===== src/rtl/div32_seq_if.sv =====
// div32_seq_if: start/done handshake and result bus of the sequential divider
interface div32_seq_if;
   logic        start;
   logic [31:0] dividend;
   logic [31:0] divisor;
   logic        busy;
   logic        done;
   logic [31:0] quotient;
   logic [31:0] remainder;
   logic        div_zero;
   modport master (output start, dividend, divisor,
                   input  busy, done, quotient, remainder, div_zero);
   modport slave  (input  start, dividend, divisor,
                   output busy, done, quotient, remainder, div_zero);
endinterface


===== src/rtl/div32_seq.sv =====
// div32_seq: unsigned 32-bit restoring divider, one quotient bit per clock,
// operands latched at start, results held until the next completed operation
module div32_seq (
   input  logic       clk,
   input  logic       rst_n,
   div32_seq_if.slave bus
);
   typedef enum logic [1:0] {IDLE, RUN, DONE} state_e;
   state_e      state_q;
   logic [31:0] q_sh_q, rem_q, d_q, quot_q, remd_q;
   logic [5:0]  cnt_q;
   logic        busy_q, done_q, dz_q;
   logic [32:0] shifted;
   logic [33:0] diff;
   logic        borrow;
   logic [31:0] rem_d, q_sh_d;
   always_comb begin
      shifted = {rem_q, q_sh_q[31]};
      diff    = {1'b0, shifted} - {2'b00, d_q};
      // rem < d keeps diff[32] clear unless the trial subtraction borrowed
      borrow  = diff[33] | diff[32];
      rem_d   = borrow ? shifted[31:0] : diff[31:0];
      q_sh_d  = {q_sh_q[30:0], ~borrow};
   end
   always_ff @(posedge clk or negedge rst_n) begin
      if (!rst_n) begin
         state_q <= IDLE;
         q_sh_q  <= '0;
         rem_q   <= '0;
         d_q     <= '0;
         cnt_q   <= '0;
         quot_q  <= '0;
         remd_q  <= '0;
         busy_q  <= 1'b0;
         done_q  <= 1'b0;
         dz_q    <= 1'b0;
      end else begin
         case (state_q)
            IDLE: if (bus.start) begin
               busy_q <= 1'b1;
               if (bus.divisor == '0) begin
                  quot_q  <= '1;
                  remd_q  <= bus.dividend;
                  dz_q    <= 1'b1;
                  done_q  <= 1'b1;
                  state_q <= DONE;
               end else begin
                  rem_q   <= '0;
                  q_sh_q  <= bus.dividend;
                  d_q     <= bus.divisor;
                  cnt_q   <= '0;
                  dz_q    <= 1'b0;
                  state_q <= RUN;
               end
            end
            RUN: begin
               rem_q  <= rem_d;
               q_sh_q <= q_sh_d;
               cnt_q  <= cnt_q + 6'd1;
               if (cnt_q == 6'd31) begin
                  quot_q  <= q_sh_d;
                  remd_q  <= rem_d;
                  done_q  <= 1'b1;
                  state_q <= DONE;
               end
            end
            DONE: begin
               busy_q  <= 1'b0;
               done_q  <= 1'b0;
               state_q <= IDLE;
            end
            default: state_q <= IDLE;
         endcase
      end
   end
   assign bus.busy      = busy_q;
   assign bus.done      = done_q;
   assign bus.quotient  = quot_q;
   assign bus.remainder = remd_q;
   assign bus.div_zero  = dz_q;
endmodule


===== src/flat_wrapper.sv =====
// flat-port wrapper written by rule: the top's interface ports become plain ports
module div32_seq_flat 
  (clk, rst_n, bus_start, bus_dividend, bus_divisor, bus_busy, bus_done, bus_quotient, bus_remainder, bus_div_zero);
  div32_seq_if bus_i ();
  input  logic clk;
  input  logic rst_n;
  input wire logic [$bits(bus_i.start)-1:0] bus_start;
  input wire logic [$bits(bus_i.dividend)-1:0] bus_dividend;
  input wire logic [$bits(bus_i.divisor)-1:0] bus_divisor;
  output wire logic [$bits(bus_i.busy)-1:0] bus_busy;
  output wire logic [$bits(bus_i.done)-1:0] bus_done;
  output wire logic [$bits(bus_i.quotient)-1:0] bus_quotient;
  output wire logic [$bits(bus_i.remainder)-1:0] bus_remainder;
  output wire logic [$bits(bus_i.div_zero)-1:0] bus_div_zero;
  assign bus_i.start = bus_start;
  assign bus_i.dividend = bus_dividend;
  assign bus_i.divisor = bus_divisor;
  assign bus_busy = bus_i.busy;
  assign bus_done = bus_i.done;
  assign bus_quotient = bus_i.quotient;
  assign bus_remainder = bus_i.remainder;
  assign bus_div_zero = bus_i.div_zero;
  div32_seq u_core (.clk(clk), .rst_n(rst_n), .bus(bus_i));
endmodule

===== config.mk =====
export PLATFORM = sky130hd
export DESIGN_NAME = div32_seq_flat
export DESIGN_NICKNAME = d
export VERILOG_FILES = /design/src/rtl/div32_seq_if.sv /design/src/rtl/div32_seq.sv /design/src/flat_wrapper.sv
export SDC_FILE = /design/constraint.sdc
export NUM_CORES = 1
export LEC_CHECK = 0
export BUFFER_PORTS_ARGS = -buffer_cell sky130_fd_sc_hd__buf_4
export CELL_PAD_IN_SITES_DETAIL_PLACEMENT = 0
export CELL_PAD_IN_SITES_GLOBAL_PLACEMENT = 1
export CORE_MARGIN = 2
export CORE_UTILIZATION = 25
export DETAILED_ROUTE_END_ITERATION = 12
export GPL_ROUTABILITY_DRIVEN = 0
export GPL_TIMING_DRIVEN = 1
export PLACE_DENSITY = 0.57
export SETUP_SLACK_MARGIN = 0.4
export SLEW_MARGIN = 20
export SYNTH_ARGS = -nofsm -noshare
export SYNTH_HDL_FRONTEND = slang
export SYNTH_SLANG_ARGS = --single-unit

===== constraint.sdc =====
create_clock -name clk -period 5.6 [get_ports clk]
set_clock_uncertainty 0.05 [all_clocks]
set_input_delay 1.12 -clock clk [delete_from_list [all_inputs] [get_ports clk]]
set_output_delay 1.12 -clock clk [all_outputs]
set_load 0.005 [all_outputs]

==> impl_metrics.env <==
export IMPL_port_buffers=133
export IMPL_io_pins=134
export IMPL_avgSynthCellArea_um2=8.36
export IMPL_initialDrtViolationCount=553
export IMPL_grt_first_pass_wirelength_um=49800
export IMPL_post_route_period_util_pct=80.4
export IMPL_clkLatencyLatePin_ns=0.45
export IMPL_grt_pass1_vias=8181
export IMPL_crit_path_start_kind="flop"
export IMPL_via_count=8105
export IMPL_period_needed_ns=4.50
export IMPL_synth_area_leaders="dfrtp_1, nand2_1, o21ai_0"
export IMPL_grt_start_max_net_pins=99
export IMPL_synthArstFlopShare_pct=100
export IMPL_die_w_um=196
export IMPL_drive_gt1_share_pct=15.7
export IMPL_rows=70
export IMPL_hp_class="reg2reg"
export IMPL_die_h_um=196
export IMPL_outcome="finished, final reports clean"
export IMPL_synth_most_common_cell="nand2_1"
export IMPL_die_area_mm2=0.0382
export IMPL_max_freq_ghz=0.222
export IMPL_path_clk_slew_ns=0.07
export IMPL_drv_slew=0
export IMPL_critical_path_max_fanout=28
export IMPL_path_class="reg2reg"
export IMPL_ys_flop_type="dfrtp_1"
export IMPL_cts_made_buffers=17
export IMPL_fin_tns_setup_ns=0
export IMPL_syn_instance_count=1098
export IMPL_fin_worst_hold_slack_ns=0.415
export IMPL_routed_wl_um=31800
export IMPL_cts_max_level=4
export IMPL_postCtsResizedCells=0
export IMPL_finalSetupViolCount=0
export IMPL_clk_path_buf_depth=2
export IMPL_final_util_pct=30.9
export IMPL_synth_seq_cells=171
export IMPL_synth_cell_types=58
export IMPL_synth_largest_area_cell="dfrtp_1"
export IMPL_end_kind="flop"
export IMPL_worst_slack_ns=1.10
export IMPL_ant_nets=0
export IMPL_synth_top_area_share_pct=46.6
export IMPL_cts_root_buffer="clkbuf_16"
export IMPL_synth_edf_count=0
export IMPL_post_cts_setup_buffers=0
export IMPL_crit_required_ns=5.85
export IMPL_pre_cts_slack_ns=1.14
export IMPL_p_leak_nw=5.36
export IMPL_synth_common_cells="nand2_1, dfrtp_1, o21ai_0"
export IMPL_grt_use_total_pct=17.1
export IMPL_design_core_area_mm2=0.0363
export IMPL_maxCapViolCount=0
export IMPL_irDropWorstVdd_v=0.000218
export IMPL_cts_hold_buf=0
export IMPL_syn_area_mm2=0.00917
export IMPL_cts_sinks=171
export IMPL_nNetsFinal=1295
export IMPL_slew_headroom_pct=38.7
export IMPL_dpl_hpwl_um=23300
export IMPL_cts_tree="yes"
export IMPL_final_hold_viol_count=0
export IMPL_grt_overflow_total=0
export IMPL_grt_antenna_before_repair=0
export IMPL_start_util_pct=25.2
export IMPL_tightest_slew_ns=0.911
export IMPL_crit_arrival_ns=4.75
export IMPL_yosysWarningCount=0
export IMPL_wire_per_inst_um=19.0
export IMPL_diodes=0
export IMPL_viasPerCell=4.84
export IMPL_grt_setup_unrepaired="false"
export IMPL_drc_errors=0
export IMPL_power_density_mw_per_mm2=232
export IMPL_first_pass_iters=5
export IMPL_syn_to_final_growth_pct=22.2
export IMPL_seq_area_frac_synth_pct=46.6
export IMPL_syn_nets=1199
[layout by cell type, fill, tap and decap left out, drive strengths merged, types with 5 or more instances in the layout]
cell type	Yosys	layout
xnor2	18	18
nor2b	5	5
o211ai	9	9
a21oi	55	55
or3	7	7
dfrtp	171	171
nor4	11	11
nand4	13	13
ha	33	33
buf	13	146
inv	46	52
a21o	9	9
nand2	251	251
o21a	6	6
a31oi	66	66
nand3	26	26
xor2	11	11
nor2	92	92
clkbuf	56	17
clkinv	1	5
o21ai	107	107
nand2b	7	7
nor3	22	22
[registers in the layout, indices dropped and copies added (netlist names)]
| register | cells |
|---|---|
| u_core.bus.quotient | 32 |
| u_core.bus.remainder | 32 |
| u_core.d_q | 32 |
| u_core.q_sh_q | 32 |
| u_core.rem_q | 32 |
| u_core.cnt_q | 6 |
| u_core.state_q | 2 |
| u_core.bus.busy | 1 |
| u_core.bus.div_zero | 1 |
| u_core.bus.done | 1 |
[logic make-up (layout without fill, tap and decap cells)]
logic type	after synthesis	in the layout	synth area share [%]
and+or+nand+nor	446	446	20.6
AOI/OAI and AO/OA	298	298	19.8
DFF	171	171	46.6
buffers and inverters	116	225	4.96
adders and majority gates	34	34	4.72
xor gates and xnor gates	29	29	2.77
muxes	4	4	0.436
[cell type report]
class	instances	area, um^2
Inverter	47	176
Multi-Input combinational cell	811	4460
Clock inverter	15	160
Timing Repair Buffer	146	1120
Tap cell	468	586
Fill cell	3860	25100
Sequential cell	171	4280
Clock buffer	17	425
[routing by layer]
metal,vias up,GRT usage [%],routed length [um]
met5,-,0,0
li1,4015,-,-
met3,33,2.92,1440
met2,180,26.8,14200
met1,3877,23.9,15400
met4,0,5.91,745
[through the flow]
step                cells  instance area, um^2  power [mW]
finish               1675                11200        2.60
detailed placement   1643                10600        1.42
floorplan            1098                 9170        1.32
CTS                  1675                11200        2.64
global route         1675                11200        2.71
global placement     1643                10600        1.42
[where the power goes]
group          internal, mW  switching, mW
logic                0.0557         0.0810
registers              1.24         0.0128
clock network         0.629          0.581
[critical path, cell delays in order, from the launching register on]
cell and delay [ns]:
dfrtp_1 0.37, inv_1 0.05, ha_1 0.19, fa_1 0.38, nand2b_1 0.19, a21oi_1 0.46
o211ai_2 0.19, a21oi_1 0.37, a41oi_1 0.28, a211oi_4 0.75, or2_1 0.24, buf_4 0.35
mux2i_1 0.29, o221ai_1 0.13
[final timing paths]
check,startpoint,endpoint,slack (ns),cells past startpoint
min,u_core.bus.quotient[17],u_core.bus.quotient[17],0.42,2
max in group asynchronous,rst_n,u_core.rem_q[29],3.84,2
min reg2reg,u_core.bus.quotient[17],u_core.bus.quotient[17],0.42,2
max reg2reg,u_core.q_sh_q[31],u_core.bus.remainder[26],1.10,13
max,u_core.q_sh_q[31],u_core.bus.remainder[26],1.10,13
min in group asynchronous,rst_n,u_core.bus.done,0.64,1
Note: power is estimated with default switching activity, not from simulation.
